**config.mk**
```make
export PLATFORM = sky130hd
export DESIGN_NAME = addsub_arbiter
export DESIGN_NICKNAME = d
export VERILOG_FILES = /design/src/rtl/addsub_arbiter.sv
export SDC_FILE = /design/constraint.sdc
export NUM_CORES = 1
export LEC_CHECK = 0
export CELL_PAD_IN_SITES_DETAIL_PLACEMENT = 1
export CELL_PAD_IN_SITES_GLOBAL_PLACEMENT = 2
export CORE_ASPECT_RATIO = 0.5
export CORE_UTILIZATION = 28
export CTS_CLUSTER_SIZE = 10
export DETAILED_ROUTE_END_ITERATION = 6
export HOLD_SLACK_MARGIN = 0.05
export PLACE_DENSITY_LB_ADDON = 0.1
export SYNTH_ARGS = -nofsm -noshare
export SYNTH_HDL_FRONTEND = slang
export SYNTH_SLANG_ARGS = --single-unit
```
**constraint.sdc**
```tcl
create_clock -name clk -period 2.3 [get_ports clk]
set_input_delay 0.23 -clock clk [delete_from_list [all_inputs] [get_ports clk]]
set_output_delay 0.23 -clock clk [all_outputs]
set_load 0.01 [all_outputs]
```
**src/rtl/addsub_arbiter.sv**
```systemverilog
// Two-requester 8-bit add/sub unit with a three-state IDLE/CALC/RESP sequencer.
// Define ADDSUB_ARB_RR_EN for round-robin arbitration; fixed priority (requester 0) otherwise.
module addsub_arbiter (
  input  logic       clk,
  input  logic       rst_n,
  input  logic       req0_valid,
  input  logic [7:0] req0_a,
  input  logic [7:0] req0_b,
  input  logic       req0_sub,
  output logic       req0_ready,
  input  logic       req1_valid,
  input  logic [7:0] req1_a,
  input  logic [7:0] req1_b,
  input  logic       req1_sub,
  output logic       req1_ready,
  output logic       rsp_valid,
  input  logic       rsp_ready,
  output logic       rsp_id,
  output logic [7:0] rsp_soma,
  output logic       rsp_cout,
  output logic       rsp_ovf,
  output logic [7:0] ops_done
);

  typedef enum logic [1:0] {IDLE, CALC, RESP} state_t;

  state_t     state, state_nx;
  logic       grant_any;
  logic       grant_id;
  logic [7:0] a_q, b_q;
  logic       sub_q;
  logic [7:0] b_eff;
  logic [8:0] sum;
  logic       ovf;

  assign grant_any = req0_valid | req1_valid;

`ifdef ADDSUB_ARB_RR_EN
  // Requester that wins a tie; it is always the one not granted last.
  logic ptr;

  always_comb begin
    grant_id = 1'b0;
    if (req0_valid && req1_valid) grant_id = ptr;
    else if (req1_valid)          grant_id = 1'b1;
  end

  always_ff @(posedge clk) begin
    if (!rst_n)                          ptr <= 1'b0;
    else if (state == IDLE && grant_any) ptr <= ~grant_id;
  end
`else
  always_comb begin
    grant_id = ~req0_valid;
  end
`endif

  always_ff @(posedge clk) begin
    if (!rst_n) state <= IDLE;
    else        state <= state_nx;
  end

  always_comb begin
    state_nx = state;
    case (state)
      IDLE:    if (grant_any) state_nx = CALC;
      CALC:    state_nx = RESP;
      RESP:    if (rsp_ready) state_nx = IDLE;
      default: state_nx = IDLE;
    endcase
  end

  always_comb begin
    req0_ready = 1'b0;
    req1_ready = 1'b0;
    rsp_valid  = 1'b0;
    if (rst_n && state == IDLE && grant_any) begin
      req0_ready = ~grant_id;
      req1_ready = grant_id;
    end
    if (state == RESP) rsp_valid = 1'b1;
  end

  // Subtraction is a + ~b + 1, so the carry-in is the sub flag itself.
  always_comb begin
    b_eff = sub_q ? ~b_q : b_q;
    sum   = {1'b0, a_q} + {1'b0, b_eff} + {8'd0, sub_q};
    ovf   = (a_q[7] == b_eff[7]) && (sum[7] != a_q[7]);
  end

  always_ff @(posedge clk) begin
    if (!rst_n) begin
      a_q      <= '0;
      b_q      <= '0;
      sub_q    <= 1'b0;
      rsp_id   <= 1'b0;
      rsp_soma <= '0;
      rsp_cout <= 1'b0;
      rsp_ovf  <= 1'b0;
      ops_done <= '0;
    end else begin
      case (state)
        IDLE: begin
          if (grant_any) begin
            a_q    <= grant_id ? req1_a   : req0_a;
            b_q    <= grant_id ? req1_b   : req0_b;
            sub_q  <= grant_id ? req1_sub : req0_sub;
            rsp_id <= grant_id;
          end
        end
        CALC: begin
          rsp_soma <= sum[7:0];
          rsp_cout <= sum[8];
          rsp_ovf  <= ovf;
        end
        RESP: begin
          if (rsp_ready) ops_done <= ops_done + 8'd1;
        end
        default: ;
      endcase
    end
  end

endmodule
```
Word level (Yosys, flattened, before mapping). Cells that the tools add are included.

Eq/ne operators: 6. Add/subtract/negate cells: 3. Reduce and logical (&&, ||, !) cells: 7. Multiplexer cells: 10. Bitwise operators: 3.

Operators with widths (number): 8-bit 2-to-1 mux (3); 8-bit by 8-bit adder with 9-bit output (1); 9-bit by 1-bit adder with 9-bit output (1); 8-bit by 1-bit adder with 8-bit output (second input constant) (1); 8-bit inverter (1); 2-bit one-hot mux with 3 select lines (1); 2-bit AND reduction (3); 1-bit 2-to-1 mux (4); 2-bit 2-to-1 mux (2); 2-bit inequality test (second input constant) (2); 1-bit logical AND (3); 2-bit by 1-bit == test with 1-bit output (second input constant) (1); 2-bit == test (second input constant) (1); 2-bit logical NOT (1); 1-bit == test (1); 1-bit inequality test (1); 1-bit inverter (1); 1-bit OR (1).

Register bits: 38. Output and inout bits: 22.

Depth between registers and ports, before layout.
Word-level depth: 6. Gate-level depth with buffers: 9. Gate-level depth less buffers: 8.

Worst setup path after synthesis. OpenSTA, ideal clock, no wires.

Path type: register -> register. Start point: register sub_q. End point: register rsp_ovf. Cell stages (with the launch flop): 8. Library setup time: 0.135 ns. Arrival time: 1.697 ns. Buffers on the path: 1. Slack: 0.468 ns. Cell sequence: dfxtp_1 buf_6 xor2_1 ha_1 a21o_1 a221o_1 a31oi_2 o221ai_1.

Cells in the longest elaborated chain, start to end: 5.

RTL lines: start: declaration (RTL line 31) `logic sub_q;`; start signal: assignment (RTL line 107) `sub_q <= grant_id ? req1_sub : req0_sub;`; 8-bit 2-to-1 mux (RTL line 86) `b_eff = sub_q ? ~b_q : b_q;`; 8-bit by 8-bit adder with 9-bit output (RTL line 87) `sum = {1'b0, a_q} + {1'b0, b_eff} + {8'd0, sub_q};`; 9-bit by 1-bit adder with 9-bit output (RTL line 87); 1-bit inequality test (RTL line 88) `ovf = (a_q[7] == b_eff[7]) && (sum[7] != a_q[7]);`; 1-bit logical AND (*) (RTL line 88); end signal: assignment (RTL line 114) `rsp_ovf <= ovf;`; end: declaration (RTL line 21) `output logic rsp_ovf,`.

Mark *: on every way between the ends. The rest lies on a longest branch, timed or not. A chain may end at the register's enable or synchronous reset.

Worst setup path after layout.
Start point: register sub_q. End point: register rsp_cout.

Cells in the longest elaborated chain, start to end: 3.

RTL lines: 8-bit 2-to-1 mux (RTL line 86); 8-bit by 8-bit adder with 9-bit output (RTL line 87); 9-bit by 1-bit adder with 9-bit output (*) (RTL line 87); end signal: assignment (RTL line 113) `rsp_cout <= sum[8];`; end: declaration (RTL line 20) `output logic rsp_cout,`.

Marked as above.

==> results.py <==
metrics = {
    "setup_path": {
        "slowest_delay_ns": 0.44,
        "worstRegToRegCells": 8,
        "cp_max_fo": 7,
        "path_common_cell": "a21oi_1",
        "timing.rr.end": "rsp_cout",
        "critical-path-top-delay-family": "compound AO/OA/AOI/OAI gates",
        "cp.required_ns": 2.50,
        "startpoint_type": "flip-flop",
        "crit_path_top_delay_cell": "fa_1",
        "path_class": "flip-flop to flip-flop",
        "cp.arrival_ns": 2.28,
        "cp_num_buf_inv": 1,
        "rrSetupSlack_ns": 0.23,
        "r2r-start": "sub_q",
        "worstPathCellList": "xor2_1 -> inv_1 -> fa_1 -> nand2b_1 -> a21oi_1 -> o21a_1 -> o21ai_0 -> a21oi_1",
        "setup.worst_path.end_class": "flip-flop",
    },
    "sta": {
        "drv_slew": 0,
        "holdWs_ns": 0.458,
        "setup_viol": 0,
        "skew_ns": 0.00955,
        "worst_slack_ns": 0.228,
        "slew_headroom": 0.711,
        "period_needed_ns": 2.07,
        "finalHoldViolCount": 0,
        "finalCritPeriodShare": 0.901,
        "rsz0062_at_grt": "no",
        "setup_tns_ns": 0,
        "max_freq_mhz": 483,
        "worst_pin_slew_ns": 0.434,
    },
    "global_route": {
        "grt_pass1_vias": 1779,
        "grt_usage": 0.140,
        "grt_overflow_total": 0,
        "grt_max_degree": 45,
        "grt_antenna_before_repair": 0,
        "grt_pass1_wl_mm": 8.38,
    },
    "hold_path": {
        "worst_hold_path.num_cells": 2,
        "hold_end": "rsp_soma[5]",
        "min_from": "rsp_soma[5]",
        "min_path_type": "flip-flop to flip-flop",
    },
    "cells_and_area": {
        "areaGrowthSynthToFinish_pct": 41.0,
        "final_layout_size_suffix_gt1_frac": 0.0650,
        "final_cells": 369,
        "stdcell_area_um2": 2880,
        "fin_nets": 324,
        "fin_util": 0.420,
        "regArea_um2": 762,
        "fill_cells": 800,
        "diodes": 0,
        "multiInputGateArea_um2": 1210,
    },
    "drt": {
        "ant_nets": 0,
        "first_iter_violations": 65,
        "vias": 1744,
        "drt_wl_total_mm": 4.95,
        "wl_per_cell_um": 13.4,
        "drc": 0,
        "first_pass_iters": 4,
        "post_drt_via_cell_ratio": 4.73,
    },
    "yosys": {
        "yosys_warnings": 0,
        "synth_area_per_cell_um2": 9.36,
        "synth-seq-cells": 38,
        "ys_async_sr_fraction": 0,
        "syn_nets": 266,
        "netlist_instances": 218,
        "ys.flop_type": "dfxtp_1",
        "ys_seq_area_frac": 0.373,
        "synth_edf_count": 0,
        "synth_area_um2": 2040,
        "ys_types": 39,
    },
    "clocking": {
        "cts_tree": "built",
        "postCtsSetupBuffers": 0,
        "ctsRootBufferMaster": "clkbuf_16",
        "clockBufferDepth": 2,
        "cts.sinks": 38,
        "htreeDepth": 2,
        "clock_latency_ns": 0.28,
        "clk_pin_slew_worst_paths_ns": 0.06,
        "cts_made_buffers": 5,
    },
    "run": {
        "drv_cap": 0,
    },
    "outcome": {
        "status": "finished, final reports clean",
    },
    "placement": {
        "hpwl_mm": 3.77,
        "gp_congestion": 0.747,
        "pre_cts_ws_ns": 0.117,
        "placed_area_um2": 2730,
        "portBuffers": 60,
        "dpl.cell_count": 361,
    },
    "floorplanning": {
        "io_pins": 61,
        "die_h_um": 62.4,
        "die_w_um": 123,
        "dieArea_um2": 7650,
        "design.core.area_um2": 6860,
        "row_count": 21,
        "initial_utilization": 0.298,
    },
    "power": {
        "p_per_area_nw_per_um2": 705,
        "finalPower_mw": 2.03,
        "ir_drop_mv": 0.264,
        "p_leak_nw": 1.32,
    },
}
[layout by cell type (no fill, tap or decap), types with 2 or more instances in the layout]
| cell type | n |
|---|---|
| a21boi_0 | 2 |
| a21oi_1 | 5 |
| and2_1 | 11 |
| and3_1 | 2 |
| buf_4 | 5 |
| clkbuf_16 | 5 |
| clkdlybuf4s50_1 | 60 |
| dfxtp_1 | 37 |
| ha_1 | 8 |
| inv_1 | 2 |
| mux2i_1 | 17 |
| nand2_1 | 29 |
| nand2b_1 | 3 |
| nand3_1 | 9 |
| nand3b_1 | 2 |
| nand4_1 | 3 |
| nor2_1 | 5 |
| nor2b_1 | 5 |
| nor3b_1 | 2 |
| o211a_1 | 20 |
| o21a_1 | 2 |
| o21ai_0 | 4 |
| o21ai_1 | 2 |
| o221ai_1 | 2 |
| xnor2_1 | 8 |
| xor2_1 | 9 |
[worst min-delay path, delay by kind of cell (launching register included)]
kind               cells  cell delay (ns)
DFF                    1             0.31
and+or+nand+nor        1             0.06
AOI/OAI and AO/OA      1             0.05
[cell families after synthesis]
kind of cell / share of synthesized area
DFF: 0.373
muxes: 0.0901
xor gates and xnor gates: 0.0730
AOI/OAI and AO/OA: 0.179
buffers and inverters: 0.0380
and+or+nand+nor: 0.188
adders and majority gates: 0.0589
[worst max-delay path by stage]
| stage | to | start | cells past startpoint |
|---|---|---|---|
| 6_report | rsp_cout | sub_q | 8 |
| 5_1_grt | rsp_cout | sub_q | 8 |
| 4_1_cts | rsp_cout | sub_q | 8 |
| 3_5_place_dp | rsp_cout | sub_q | 8 |
| 3_3_place_gp | rsp_soma[7] | sub_q | 7 |
| 2_1_floorplan | rsp_ovf | sub_q | 7 |
[Yosys cell counts (3+ instances only)]
library cell | instances | share of area
nand3_1 | 9 | 0.022
o21ai_0 | 4 | 0.0098
mux2i_1 | 17 | 0.083
nor2_1 | 5 | 0.0092
xnor2_1 | 8 | 0.034
xor2_1 | 9 | 0.039
clkbuf_1 | 5 | 0.0092
o211a_1 | 20 | 0.098
nand2_1 | 29 | 0.053
dfxtp_1 | 38 | 0.37
nor2b_1 | 5 | 0.015
a21oi_1 | 5 | 0.012
and2_1 | 11 | 0.034
buf_2 | 8 | 0.020
nand4_1 | 3 | 0.0092
nand2b_1 | 3 | 0.0092
ha_1 | 8 | 0.049
[repair_timing]
item                       in CTS  in global routing
hold buffers                    0                  0
gates resized for setup         0                  1
setup endpoints to repair       0                  1
[layer usage]
| layer | up-vias | wire length [µm] | GRT usage |
|---|---|---|---|
| met5 | - | 0 | 0 |
| met4 | 0 | 19 | 0.0183 |
| met3 | 2 | 251 | 0.0450 |
| met2 | 40 | 2150 | 0.223 |
| met1 | 817 | 2530 | 0.188 |
| li1 | 885 | - | - |
[report_power, final]
group | internal (mW) | leakage (nW) | switching [mW]
combinational | 0.289 | 0.929 | 0.268
clock | 0.430 | 0.0739 | 0.267
sequential | 0.725 | 0.313 | 0.0505
total | 1.44 | 1.32 | 0.585
[final cells by class]
type                            instances  area share
Clock buffer                            7      0.0496
Multi-Input combinational cell        164       0.420
Sequential cell                        38       0.265
Inverter                                2     0.00261
Tap cell                               92      0.0400
Clock inverter                          1     0.00174
Timing Repair Buffer                   65       0.222
[sequential cells by signal, indices dropped and copies added (netlist names)]
| name | flops |
|---|---|
| state | 2 |
| rsp_cout | 1 |
| rsp_soma | 8 |
| b_q | 8 |
| rsp_ovf | 1 |
| sub_q | 1 |
| a_q | 8 |
| ops_done | 8 |
| rsp_id | 1 |
Note: power is estimated with default switching activity, not from simulation.
